**src/rtl/tank_sprite_drawer.sv**
```systemverilog
// tank_sprite_drawer: two-stage sprite pipeline that maps the raster
// position onto a rotated tank sprite, looks it up in the tank ROM,
// applies the palette and blinks the sprite after a hit.
//
// Ports:
//   Clk, Reset         clock and synchronous active-high reset
//   DrawX, DrawY       current raster pixel from the VGA controller
//   vs                 vertical sync, active-low; its falling edge starts a frame
//   tank_x, tank_y     sprite top-left corner, latched at frame start
//   dir                facing direction (0 up, 1 right, 2 down, 3 left)
//   hit                one-cycle pulse that (re)starts the damage blink
//   rom_addr           registered tank ROM address (0 outside the sprite box)
//   rom_data           palette index returned combinationally by the ROM
//   sprite_on          output pixel is opaque tank
//   Red, Green, Blue   pixel colour, all zero when sprite_on is low
module tank_sprite_drawer #(
    parameter logic [15:0] BASE_ADDR = 16'h0000,
    parameter int          SPR_SIZE  = 64
) (
    input  logic        Clk,
    input  logic        Reset,
    input  logic [9:0]  DrawX,
    input  logic [9:0]  DrawY,
    input  logic        vs,
    input  logic [9:0]  tank_x,
    input  logic [9:0]  tank_y,
    input  logic [1:0]  dir,
    input  logic        hit,
    output logic [15:0] rom_addr,
    input  logic [3:0]  rom_data,
    output logic        sprite_on,
    output logic [7:0]  Red,
    output logic [7:0]  Green,
    output logic [7:0]  Blue
);

    localparam int          IW     = $clog2(SPR_SIZE);
    localparam logic [10:0] SIZE11 = 11'(SPR_SIZE);
    localparam logic [IW-1:0] NMAX = IW'(SPR_SIZE - 1);

    // ------------------------------------------------------------
    // Frame boundary detection and per-frame latches
    // ------------------------------------------------------------
    logic       vs_q;
    logic       frame_start;
    logic [9:0] fx;
    logic [9:0] fy;
    logic [1:0] fdir;

    assign frame_start = vs_q & ~vs;

    always_ff @(posedge Clk) begin
        if (Reset) begin
            vs_q <= 1'b1;
            fx   <= '0;
            fy   <= '0;
            fdir <= '0;
        end else begin
            vs_q <= vs;
            if (frame_start) begin
                fx   <= tank_x;
                fy   <= tank_y;
                fdir <= dir;
            end
        end
    end

    // ------------------------------------------------------------
    // Damage blink: 32 frames, alternating 4 shown / 4 hidden
    // ------------------------------------------------------------
    logic [5:0] blink_cnt;
    logic       blank_now;

    always_ff @(posedge Clk) begin
        if (Reset) begin
            blink_cnt <= '0;
        end else if (hit) begin
            // A hit always restarts the sequence, even on a frame edge.
            blink_cnt <= 6'd32;
        end else if (frame_start && blink_cnt != 6'd0) begin
            blink_cnt <= blink_cnt - 6'd1;
        end
    end

    assign blank_now = (blink_cnt != 6'd0) && blink_cnt[2];

    // ------------------------------------------------------------
    // Stage 1: box test, rotation and ROM address
    // ------------------------------------------------------------
    logic [10:0]   x11;
    logic [10:0]   y11;
    logic [10:0]   fx11;
    logic [10:0]   fy11;
    logic          inbox;
    logic [IW-1:0] r;
    logic [IW-1:0] c;
    logic [IW-1:0] sr;
    logic [IW-1:0] sc;
    logic [15:0]   offs;
    logic          vld1;

    // 11-bit compares so a sprite near the right/bottom edge does not
    // wrap onto low coordinates.
    assign x11  = {1'b0, DrawX};
    assign y11  = {1'b0, DrawY};
    assign fx11 = {1'b0, fx};
    assign fy11 = {1'b0, fy};

    assign inbox = (x11 >= fx11) && (x11 < fx11 + SIZE11) &&
                   (y11 >= fy11) && (y11 < fy11 + SIZE11);

    // Only the low bits matter inside the box.
    assign r = DrawY[IW-1:0] - fy[IW-1:0];
    assign c = DrawX[IW-1:0] - fx[IW-1:0];

    always_comb begin
        sr = r;
        sc = c;
        case (fdir)
            2'd0: begin
                sr = r;
                sc = c;
            end
            2'd1: begin
                sr = NMAX - c;
                sc = r;
            end
            2'd2: begin
                sr = NMAX - r;
                sc = NMAX - c;
            end
            2'd3: begin
                sr = c;
                sc = NMAX - r;
            end
            default: begin
                sr = r;
                sc = c;
            end
        endcase
    end

    // SPR_SIZE is a power of two, so sr*SPR_SIZE+sc is a concatenation.
    assign offs = 16'({sr, sc});

    always_ff @(posedge Clk) begin
        if (Reset) begin
            rom_addr <= '0;
            vld1     <= 1'b0;
        end else begin
            vld1     <= inbox;
            rom_addr <= inbox ? (BASE_ADDR + offs) : 16'h0000;
        end
    end

    // ------------------------------------------------------------
    // Stage 2: palette lookup and output registers
    // ------------------------------------------------------------
    function automatic logic [23:0] palette(input logic [3:0] idx);
        logic [23:0] rgb;
        case (idx)
            4'd0:    rgb = 24'h000000;
            4'd1:    rgb = 24'h202020;
            4'd2:    rgb = 24'h606060;
            4'd3:    rgb = 24'hA0A0A0;
            4'd4:    rgb = 24'h1E5A1E;
            4'd5:    rgb = 24'h3C8C3C;
            4'd6:    rgb = 24'h6EC86E;
            default: rgb = 24'hFF00FF;
        endcase
        return rgb;
    endfunction

    logic        on_next;
    logic [23:0] rgb_next;

    always_comb begin
        on_next  = vld1 && (rom_data != 4'd0) && !blank_now;
        rgb_next = 24'h000000;
        if (on_next) begin
            rgb_next = palette(rom_data);
        end
    end

    always_ff @(posedge Clk) begin
        if (Reset) begin
            sprite_on <= 1'b0;
            Red       <= '0;
            Green     <= '0;
            Blue      <= '0;
        end else begin
            sprite_on <= on_next;
            Red       <= rgb_next[23:16];
            Green     <= rgb_next[15:8];
            Blue      <= rgb_next[7:0];
        end
    end

endmodule

```
**config.mk**
```make
export PLATFORM = sky130hd
export DESIGN_NAME = tank_sprite_drawer
export DESIGN_NICKNAME = d
export VERILOG_FILES = /design/src/rtl/tank_sprite_drawer.sv
export SDC_FILE = /design/constraint.sdc
export NUM_CORES = 1
export LEC_CHECK = 0
export CAP_MARGIN = 40
export CORE_MARGIN = 8
export CORE_UTILIZATION = 38
export CTS_BUF_LIST = sky130_fd_sc_hd__clkbuf_8
export DETAILED_ROUTE_END_ITERATION = 10
export PLACE_DENSITY = 0.63
export SLEW_MARGIN = 20
export SYNTH_ARGS = -nofsm -noshare
export SYNTH_HDL_FRONTEND = slang
export SYNTH_SLANG_ARGS = --single-unit
```
**constraint.sdc**
```tcl
create_clock -name Clk -period 2.3 [get_ports Clk]
set_input_delay 0.23 -clock Clk [delete_from_list [all_inputs] [get_ports Clk]]
set_output_delay 0.23 -clock Clk [all_outputs]
set_load 0.02 [all_outputs]
```
# ---- Word-level counts from Yosys, hierarchy flattened
# Index checks and enable logic that the tools add are counted.
dict set report word_totals {
  out_inout_bits 41
  in_bits 50
  regBits 71
}
dict set report classes {
  order_cmp 4
  addsub 7
  n_reduce_logical 16
  mux 5
  bitwise_logic 4
  eq_ne 9
}
# operator count
set ops {}
lappend ops {{24-bit one-hot mux with 7 select lines} 1}
lappend ops {{6-bit one-hot mux with 4 select lines} 2}
lappend ops {{10-bit by 7-bit adder with 11-bit output (second input constant)} 2}
lappend ops {{10-bit by 11-bit less-than comparator with 1-bit output} 2}
lappend ops {{10-bit >= comparator} 2}
lappend ops {{4-bit by 3-bit equality test with 1-bit output (second input constant)} 3}
lappend ops {{6-bit two-way mux} 2}
lappend ops {{6-bit subtractor} 2}
lappend ops {{6-bit subtractor (first input constant)} 2}
lappend ops {{4-bit by 2-bit equality test with 1-bit output (second input constant)} 2}
lappend ops {{1-bit logical AND} 7}
lappend ops {{6-bit nonzero test} 1}
lappend ops {{2-bit OR reduction} 3}
lappend ops {{6-bit by 1-bit subtractor with 6-bit output (second input constant)} 1}
lappend ops {{2-bit equality test (second input constant)} 2}
lappend ops {{4-bit by 1-bit equality test with 1-bit output (second input constant)} 1}
lappend ops {{4-bit zero test} 1}
lappend ops {{4-bit nonzero test} 1}
lappend ops {{1-bit NOT} 3}
lappend ops {{2-bit by 1-bit equality test with 1-bit output (second input constant)} 1}
lappend ops {{2-bit zero test} 1}
lappend ops {{2-bit nonzero test} 1}
lappend ops {{1-bit bitwise AND} 1}
lappend ops {{1-bit zero test} 1}

# ---- Logic depth before layout (Yosys ltp)
dict set report logic_depth {
  word_depth 7
  ltp_mapped 10
  depth_no_buf 9
}

# ---- Least setup slack after synthesis
# No wires, ideal clock.
dict set report synth_path {
  path_kind {register to register}
  startpoint {register fx[0]}
  endpoint {register rom_addr[10]}
  required_ps 2241
  setup_slack_ps 183
  stages_incl_launch_ff 10
  arrival_ps 2058
  path_buffers 1
  synth_period_minus_slack_ps 2117
  setup_ps 59
  path_cell_list {dfxtp_1 ha_1 fa_1 nand2b_1 a21oi_1 o311a_1 o32ai_1 nor4_2 buf_4 and2_1}
}
dict set report synth_via {
  elab_chain_len 7
  elab_cells_between_ends 11
  cone_classes {add/sub: 3; order compare: 2; mux: 1; bitwise: 1; reduce/logical: 4}
}
# item line
set synth_lines {}
lappend synth_lines {{start: declaration} 46} ;# logic [9:0] fx;
lappend synth_lines {{start signal: assignment} 61} ;# fx <= tank_x;
lappend synth_lines {{10-bit by 7-bit adder with 11-bit output} 109} ;# assign inbox = (x11 >= fx11) && (x11 < fx11 + SIZE11) &&
lappend synth_lines {{10-bit by 11-bit less-than comparator with 1-bit output} 109}
lappend synth_lines {{1-bit logical AND (2 in a row)} 109}
lappend synth_lines {{1-bit logical AND} 110} ;# (y11 >= fy11) && (y11 < fy11 + SIZE11);
lappend synth_lines {{1-bit NOT (no line)} --}
lappend synth_lines {{2-bit OR reduction (no line)} --}
lappend synth_lines {{end signal: assignment} 152} ;# rom_addr <= inbox ? (BASE_ADDR + offs) : 16'h0000;
lappend synth_lines {{end: declaration} 29} ;# output logic [15:0] rom_addr,
# Parallel ways exist; a longest one is shown, timed or not.
# A chain may end at the register's enable or synchronous reset.

# ---- Worst setup path in the final report
dict set report layout_path {
  startpoint {input DrawY[2]}
  endpoint {register rom_addr[2]}
}
dict set report layout_via {
  elab_chain_len 5
  elab_cells_between_ends 9
  cone_classes {add/sub: 2; order compare: 2; mux: 1; bitwise: 1; reduce/logical: 3}
}
# item line
set layout_lines {}
lappend layout_lines {{start: declaration} 23} ;# input logic [9:0] DrawY,
lappend layout_lines {{parallel branches: the longest is 5 deep, another holds 6-bit subtractor} --}
# Several ways; the timed one is not identified.

==> impl_metrics.yaml <==
synthesis:
  syn_area_mm2: 0.003349
  netlist_instances: 411
  yosys.area.top_type_share_pct: 33.47
  ys_ff_latch: 56
  synth_area_per_cell_um2: 8.150
  synthArstFlopShare_pct: 0
  synth-seq-area-share_pct: 33.47
  synth_top_area_cell: "dfxtp_1"
  yosysWarnings: 0
  synth_edf_count: 0
  synth-main-ff-cell: "dfxtp_1"
  netlist_top_cells_area: "dfxtp_1 33%, ha_1 12%, a21oi_1 6.7%"
  synthDistinctLibCells: 51
cts:
  numCtsBuffers: 5
  clk_latency_ns: 0.31
  cts_tree: "built"
  clk_path_buf_depth: 2
  h-tree-depth: 2
  clk_pin_slew_worst_paths_ns: 0.11
  clockRootBuffer: "clkbuf_8"
  numClockSinks: 56
layout:
  nFillCells: 829
  final_nets: 592
  diodes: 0
  postLayoutCellArea_mm2: 0.004571
  drive_gt1_share_pct: 11.79
  syn_to_final_growth_pct: 36.46
hold_path:
  whs_path_depth: 3
  hp-class: "in -> reg"
timing:
  worst_pin_slew_ns: 0.6417
  hold_violations: 0
  holdWs_ns: 0.4532
  maxSlewHeadroom_pct: 57.16
  fin_crit_sh_pct: 95.70
  clock_skew_ns: 0.01077
  max_freq_ghz: 0.4543
  fin_ws_ns: 0.09897
  finalCriticalPeriod_ns: 2.201
  rsz0062_at_grt: "true"
  setup_violations: 0
  maxSlewViolCount: 0
grt:
  gr-total-overflow: 0
  grt_max_degree: 23
  grt_pass1_wl_um: 13480
  grt_pass1_vias: 2883
  antenna_found_initial: 0
  track_usage_pct: 13.92
route:
  drt_iter0_drc: 125
  drcViolationCount: 0
  drt-pass1-iter-count: 4
  routed_wl_um: 8255
  wl_per_cell_um: 13.38
  viasPerCell: 4.828
  num_vias: 2979
  drtAntennaViolNets: 0
power_and_ir_drop:
  p_leak_nw: 1.840
  power.density_mw_per_mm2: 500.1
  total_power_mw: 2.286
  peakVddDrop_mv: 0.2810
place:
  postPlaceCellArea_mm2: 0.004403
  dp_slack_ns: -0.4498
  gp_congestion: 0.8392
  dp_hpwl_um: 6590
  io_buffers: 85
worst_setup_path:
  worstRegToRegCells: 10
  cp.required_ns: 2.51
  startpoint_type: "input pin"
  cp_max_fo: 6
  arrival_ns: 2.42
  crit_end: "rom_addr[2]"
  reg2reg_from: "fx[1]"
  r2r-end: "rom_addr[2]"
  r2r_setup_slack_ns: 0.12
  end_kind: "flop"
  critPathLaunch: "DrawY[2]"
  critPathKind: "in -> reg"
die:
  die_w_um: 109.9
  rows: 34
  ioPinCount: 91
  dieArea_mm2: 0.01207
  core_area_mm2: 0.008636
  die_y_um: 109.9
  initial_core_util_pct: 38.79
outcome:
  status: "finished clean"
job:
  drv_cap: 0
## cell families after synthesis
kind of cell,synth area share (%)
compound gates,14.61
fa+ha+maj,13.15
buf+inv,9.077
other cells,0.1120
simple gates,20.66
mux,2.391
flops,33.47
xor+xnor,6.537
## cells in the mapped netlist, types with 3 or more instances
library cell,number
nand3_1,6
o21ai_0,5
mux2i_1,8
ha_1,32
a211oi_1,3
and2_1,11
nor2b_1,5
dfxtp_1,56
nand2b_1,8
a221oi_1,3
clkbuf_1,16
inv_1,28
nor4_1,4
a21oi_1,45
nor2_1,29
and4_1,3
a31oi_1,4
nand2_1,56
o21a_1,3
xnor2_1,17
buf_4,16
xor2_1,8
nor3_1,11
## stage by stage
| step | util, % | setup TNS (ns) | instances |
|---|---|---|---|
| detailed placement | 50.99 | -5.293 | 607 |
| global placement | 50.99 | -4.031 | 607 |
| CTS | 52.32 | 0 | 617 |
| finish | 52.93 | 0 | 617 |
| global route | 52.93 | -0.2592 | 617 |
| floorplan | - | 0 | 415 |
## layout make-up
type	count	area [µm²]	area share, %
clock buffers	6	82.58	1.807
inverters	29	108.9	2.382
clock inverters	2	13.76	0.3011
multi-input cells	296	1982	43.36
repair buffers	120	1120	24.50
well taps	108	135.1	2.956
flip-flops and latches	56	1129	24.69
## power breakdown
| part | total (mW) | internal [mW] | switching (mW) |
|---|---|---|---|
| combinational | 0.673 | 0.353 | 0.320 |
| sequential | 1.04 | 1.01 | 0.0341 |
| clock | 0.570 | 0.247 | 0.323 |
## worst max-delay path, stage by stage
cell	delay [ns]
clkdlybuf4s50_1	0.51
ha_4	0.21
nor2b_2	0.15
o31a_1	0.30
a311o_1	0.30
a31oi_2	0.20
nor4_2	0.07
buf_4	0.16
buf_6	0.12
and3b_1	0.16
## sequential cells by signal, summed over array words and instances (netlist names)
register   count
rom_addr      12
fx            10
fy            10
Red            7
Green          6
blink_cnt      6
fdir           2
sprite_on      1
vld1           1
vs_q           1
## how the worst min path moves through the flow
stage / start / endpoint
2_1_floorplan: hit / blink_cnt[0]
3_3_place_gp: fy[4] / fy[4]
3_5_place_dp: fy[4] / fy[4]
4_1_cts: tank_y[6] / fy[6]
5_1_grt: tank_y[6] / fy[6]
6_report: tank_y[6] / fy[6]
## what timing repair did
item,4_1_cts,5_1_grt
hold buffers,0,0
gates resized for setup,3,16
cloned,1,0
pin swaps,1,5
setup endpoints to repair,12,12
setup buffers,1,0
hold endpoints to repair,0,0
## routing by layer
metal | global-route usage (%) | vias to the layer above | part of all wire, %
met5 | 0 | - | 0
met4 | 4.339 | 0 | 1.3
met3 | 2.755 | 7 | 4.8
met2 | 23.93 | 56 | 49
met1 | 17.02 | 1350 | 45
li1 | - | 1566 | -
## layout by cell type, fill, tap and decap left out, types with 5 or more instances in the layout
cell,n
nor2_1,29
nand2_1,56
mux2i_1,8
xor2_1,8
clkdlybuf4s50_1,84
xnor2_1,17
dfxtp_2,6
clkbuf_8,6
nand3_1,6
conb_1,5
buf_4,34
and2_1,11
nor3_1,11
nand2b_1,8
a21oi_1,44
ha_1,30
inv_1,28
dfxtp_1,50
Power figures use the tool's default switching activity.
